### src/rtl/fetch_prefetch_queue.sv
// fetch_prefetch_queue: in-order instruction prefetcher.
// Issues fetch requests to a variable-latency instruction memory and keeps
// the returned instructions and their PCs in a small FIFO for decode.
// Issue uses credits: count + inflight never exceeds QDEPTH, so the FIFO
// always has room for every response that is still outstanding.
// After a redirect, the responses still in flight are counted off and
// dropped through the discard counter.
module fetch_prefetch_queue #(
    parameter int              XLEN        = 32,
    parameter int              ILEN        = 32,
    parameter int              QDEPTH      = 4,
    parameter logic [XLEN-1:0] RESET_PC    = '0,
    parameter int              INSTR_BYTES = 4
) (
    input  logic            clk,
    input  logic            rst,
    output logic            imem_req_valid,
    input  logic            imem_req_ready,
    output logic [XLEN-1:0] imem_req_addr,
    input  logic            imem_resp_valid,
    input  logic [ILEN-1:0] imem_resp_data,
    input  logic            PCSrcE,
    input  logic [XLEN-1:0] PCTargetE,
    input  logic            dec_ready,
    output logic            dec_valid,
    output logic [ILEN-1:0] InstrD,
    output logic [XLEN-1:0] PCD,
    output logic [XLEN-1:0] PCPlus4D
);

    localparam int PW = $clog2(QDEPTH);
    localparam int CW = PW + 1;
    localparam logic [CW:0]     CREDIT_LIMIT = (CW+1)'(QDEPTH);
    localparam logic [XLEN-1:0] PC_STEP      = XLEN'(INSTR_BYTES);

    // FIFO storage. The head is read combinationally, so the outputs follow the head entry in the same cycle.
    logic [ILEN-1:0] instr_mem [QDEPTH];
    logic [XLEN-1:0] pc_mem    [QDEPTH];

    logic [XLEN-1:0] fetch_pc_reg, fetch_pc_next;
    logic [XLEN-1:0] resp_pc_reg, resp_pc_next;
    logic [PW-1:0]   rd_ptr_reg, rd_ptr_next;
    logic [PW-1:0]   wr_ptr_reg, wr_ptr_next;
    logic [CW-1:0]   count_reg, count_next;
    logic [CW-1:0]   inflight_reg, inflight_next;
    logic [CW-1:0]   discard_reg, discard_next;

    logic [CW:0]     credit_sum;
    logic            req_fire;
    logic            resp_take;
    logic            resp_drop;
    logic            push;
    logic            pop;

    // Handshake decode: credit check, response accept/drop, push/pop and decode outputs.
    always_comb begin
        credit_sum     = {1'b0, count_reg} + {1'b0, inflight_reg};
        imem_req_valid = !rst && !PCSrcE && (credit_sum < CREDIT_LIMIT);
        imem_req_addr  = fetch_pc_reg;
        req_fire       = imem_req_valid && imem_req_ready;
        // A response with nothing outstanding is a protocol error and is ignored.
        resp_take      = !rst && imem_resp_valid && (inflight_reg != '0);
        resp_drop      = resp_take && (discard_reg != '0);
        // A response that arrives in a redirect cycle is dropped, because the FIFO is cleared anyway.
        push           = resp_take && (discard_reg == '0) && !PCSrcE;
        dec_valid      = !rst && !PCSrcE && (count_reg != '0);
        pop            = dec_valid && dec_ready;
        InstrD         = '0;
        PCD            = '0;
        PCPlus4D       = '0;
        if (dec_valid) begin
            InstrD   = instr_mem[rd_ptr_reg];
            PCD      = pc_mem[rd_ptr_reg];
            PCPlus4D = pc_mem[rd_ptr_reg] + PC_STEP;
        end
    end

    // Next-state computation for PCs, pointers and the three counters.
    always_comb begin
        inflight_next = inflight_reg + CW'(req_fire) - CW'(resp_take);
        fetch_pc_next = req_fire ? fetch_pc_reg + PC_STEP : fetch_pc_reg;
        resp_pc_next  = push ? resp_pc_reg + PC_STEP : resp_pc_reg;
        wr_ptr_next   = push ? wr_ptr_reg + PW'(1) : wr_ptr_reg;
        rd_ptr_next   = pop ? rd_ptr_reg + PW'(1) : rd_ptr_reg;
        count_next    = count_reg + CW'(push) - CW'(pop);
        discard_next  = discard_reg - CW'(resp_drop);
        if (PCSrcE) begin
            // Everything still outstanding after this edge belongs to the old path.
            fetch_pc_next = PCTargetE;
            resp_pc_next  = PCTargetE;
            wr_ptr_next   = '0;
            rd_ptr_next   = '0;
            count_next    = '0;
            discard_next  = inflight_next;
        end
    end

    // State registers with synchronous reset; reset overrides redirects and responses.
    always_ff @(posedge clk) begin
        if (rst) begin
            fetch_pc_reg <= RESET_PC;
            resp_pc_reg  <= RESET_PC;
            rd_ptr_reg   <= '0;
            wr_ptr_reg   <= '0;
            count_reg    <= '0;
            inflight_reg <= '0;
            discard_reg  <= '0;
        end else begin
            fetch_pc_reg <= fetch_pc_next;
            resp_pc_reg  <= resp_pc_next;
            rd_ptr_reg   <= rd_ptr_next;
            wr_ptr_reg   <= wr_ptr_next;
            count_reg    <= count_next;
            inflight_reg <= inflight_next;
            discard_reg  <= discard_next;
        end
    end

    // FIFO write: the response is stored together with the PC it belongs to.
    always_ff @(posedge clk) begin
        if (push) begin
            instr_mem[wr_ptr_reg] <= imem_resp_data;
            pc_mem[wr_ptr_reg]    <= resp_pc_reg;
        end
    end

endmodule

### config.mk
export PLATFORM = sky130hd
export DESIGN_NAME = fetch_prefetch_queue
export DESIGN_NICKNAME = d
export VERILOG_FILES = /design/src/rtl/fetch_prefetch_queue.sv
export SDC_FILE = /design/constraint.sdc
export NUM_CORES = 1
export LEC_CHECK = 0
export ABC_AREA = 1
export CAP_MARGIN = 20
export CORE_MARGIN = 1.5
export CORE_UTILIZATION = 55
export CTS_CLUSTER_DIAMETER = 30
export DETAILED_ROUTE_END_ITERATION = 16
export PLACE_DENSITY = 0.82
export SLEW_MARGIN = 5
export SYNTH_ARGS = -nofsm -noshare
export SYNTH_HDL_FRONTEND = slang
export SYNTH_SLANG_ARGS = --single-unit
### constraint.sdc
create_clock -name clk -period 9.3 [get_ports clk]
set_clock_uncertainty 0.05 [all_clocks]
set_input_delay 1.395 -clock clk [delete_from_list [all_inputs] [get_ports clk]]
set_output_delay 1.395 -clock clk [all_outputs]
set_load 0.01 [all_outputs]
==> impl_metrics.py <==
metrics = {
    "timing": {
        "clock.fmax_mhz": 153,
        "final.period_utilization_pct": 70.2,
        "drv_slew": 0,
        "hold_viol_final": 0,
        "setup_viol": 0,
        "tightest_slew_ns": 0.835,
        "slew_headroom_pct": 44.2,
        "worst_slack_ns": 2.77,
        "rsz0062_at_grt": "no",
        "finalCriticalPeriod_ns": 6.53,
        "final.setup.tns_ns": 0,
    },
    "setup_path": {
        "critPathTopFamily": "buffers and inverters",
        "required_ns": 7.86,
        "cp-end-kind": "primary output",
        "cp_slowest_stage_delay_ns": 0.65,
        "critical_path_class": "input port to primary output",
        "worstPathArrival_ns": 5.08,
        "slowest_stage": "buf_4",
        "crit_path_max_fanout": 63,
        "path_buf_inv": 6,
        "startpoint_type": "input port",
        "crit_chain": "clkdlybuf4s50_1 > buf_4 > clkinv_2 > nand2_2 > inv_1 > o31ai_4 > buf_4 > a21oi_1 > clkdlybuf4s50_1",
    },
    "run": {
        "cap_viol_max_count": 0,
    },
    "clocking": {
        "tritoncts": "yes",
        "ctsRootBufferMaster": "clkbuf_16",
        "numCtsBuffers": 59,
        "cts_max_level": 2,
        "cts_sinks": 335,
        "cts_resized": 0,
        "insertion_delay_ns": 0.58,
        "cts_hold_buf": 0,
        "clk_pin_slew_worst_paths_ns": 0.05,
        "postCtsSetupRepairBufs": 0,
        "clock_tree.buffer_depth": 3,
    },
    "layout": {
        "multi_input_area_um2": 6190,
        "final.fill_count": 2149,
        "area_growth_pct": 25.4,
        "largestRegisters": "instr_mem x128, pc_mem x128",
        "num_antenna_cells": 0,
        "drive_gt1_share_pct": 7.70,
        "final_cells": 2546,
        "seqCellArea_um2": 9270,
        "layout.nets": 2194,
    },
    "floorplanning": {
        "start_util_pct": 55.7,
        "coreArea_um2": 29600,
        "rows": 63,
        "die_area_um2": 31000,
        "ioPinCount": 200,
        "dieWidth_um": 176,
        "dieHeight_um": 176,
    },
    "synthesis": {
        "syn_inst": 1916,
        "syn_area_per_cell_um2": 8.60,
        "ys_types": 42,
        "synthArstFlopShare_pct": 0,
        "synth-seq-cells": 335,
        "synthTopCellsByArea": "edfxtp_1, nand2_1, dfxtp_1",
        "synth-seq-area-share_pct": 56.3,
        "synth_top_area_share_pct": 46.7,
        "syn_area_um2": 16500,
        "synth_ff_type": "edfxtp_1",
        "synth_top_cell_by_area": "edfxtp_1",
        "yosys_warnings": 0,
        "syn-num-nets": 2003,
        "synth_edf_count": 256,
    },
    "drt": {
        "dr_total_vias": 14300,
        "drc": 0,
        "drtIter0Drc": 1385,
        "wirelength_mm": 46.1,
        "wl_per_cell_um": 18.1,
        "vias_per_cell": 5.60,
        "ant_nets": 0,
        "first_pass_iters": 7,
    },
    "global_routing": {
        "track_usage_pct": 29.7,
        "grt_pass1_wl_mm": 72.0,
        "grt_pass1_vias": 13800,
        "grt_overflow": 0,
        "grt_max_degree": 132,
        "grt_antenna_before_repair": 0,
    },
    "placed_design": {
        "post-place-cells": 2436,
        "portBuffers": 199,
        "place_ws_ns": 2.89,
        "place_congestion": 0.957,
        "dp_hpwl_mm": 30.1,
    },
    "pwr": {
        "power.density_nw_per_um2": 205,
        "p_leak_nw": 7.90,
        "ir_worst_vdd_v": 0.000199,
        "total_power_mw": 4.22,
    },
    "run_status": {
        "outcome": "complete, no violations",
    },
    "min_path": {
        "hp-class": "flip-flop to flip-flop",
    },
}
[kinds of logic (layout without fill, tap and decap cells)]
logic type,Yosys count,count (layout),synth area share (%)
AO/OA/AOI/OAI,266,266,8.54
adder cells (fa/ha/maj),17,17,1.38
XOR/XNOR,31,31,1.65
AND/OR/NAND/NOR,1039,1039,25.8
flip-flops,335,335,56.3
buffers and inverters,228,468,6.36
[power breakdown]
| group | switching [mW] | leakage [nW] | internal [mW] |
|---|---|---|---|
| sequential | 0.0590 | 2.98 | 1.67 |
| clock | 0.768 | 0.990 | 1.41 |
| combinational | 0.194 | 3.93 | 0.116 |
| total | 1.02 | 7.90 | 3.20 |
[metal layers]
metal / part of all wire (%) / routed length (um) / vias to the layer above / GRT usage, %
met2: 48 / 22200 / 711 / 49.4
met4: 3.7 / 1700 / 0 / 12.9
met3: 7.9 / 3640 / 127 / 4.20
met5: 0 / 0 / - / 0
li1: - / - / 6748 / -
met1: 40 / 18600 / 6671 / 39.1
[stage by stage]
step,area [um2],utilization [%],hold slack (ns)
floorplan,16500,-,0.386
global placement,18600,62.9,0.397
detailed placement,18600,62.9,0.405
CTS,20600,69.8,0.416
global route,20600,69.8,0.442
finish,20600,69.8,0.414
[final cells by class]
| cell class | instances | share of cell area, % |
|---|---|---|
| Clock buffer | 64 | 7.34 |
| Sequential cell | 335 | 44.9 |
| Inverter | 148 | 2.73 |
| Clock inverter | 46 | 2.62 |
| Tap cell | 390 | 2.36 |
| Timing Repair Buffer | 210 | 10.0 |
| Multi-Input combinational cell | 1353 | 30.0 |
[cell usage after synthesis, types with 2 or more instances]
master,n
nand2_1,519
nor2_1,324
edfxtp_1,256
inv_1,142
o21ai_0,134
nand3_1,115
a21oi_1,88
dfxtp_1,79
clkbuf_1,25
xor2_1,25
a31oi_1,23
buf_2,22
nand4_1,20
nor3_1,17
ha_1,15
nand2_2,15
buf_6,13
nor2_2,13
buf_1,10
buf_4,8
or2_2,8
o211ai_1,6
xnor2_1,6
inv_2,4
o21bai_1,4
o22ai_1,4
nor2_4,3
o21ai_1,3
fa_1,2
[placed cells by master, fill, tap and decap left out, types with 8 or more instances in the layout]
master,count
clkdlybuf4s50_1,199
edfxtp_1,256
nand2_2,15
nand4_1,20
nor3_1,17
inv_1,142
xor2_1,25
nor2_2,13
clkinv_2,12
buf_4,11
or2_2,8
nand2_1,519
a31oi_1,23
clkbuf_16,59
nor2_1,320
bufinv_16,8
ha_1,15
nand3_1,115
a21oi_1,88
dfxtp_1,77
o21ai_0,134
inv_6,8
[worst paths after layout]
path	cells after the start	start	slack, ns	endpoint
worst max-delay path	9	rst	2.77	InstrD[2]
worst min-delay path	2	rd_ptr_reg[1]	0.41	flip-flop
worst max register to register	6	discard_reg[0]	5.83	pc_mem[2][15]
worst min register to register	2	rd_ptr_reg[1]	0.41	flip-flop
[tightest hold or removal path: cells and delay by family, from the launching register on]
family                 cells  cell delay, ns
flip-flops                 1            0.30
buffers and inverters      1            0.06
AO/OA/AOI/OAI              1            0.07
No activity file was read; power rests on OpenSTA's default activity.
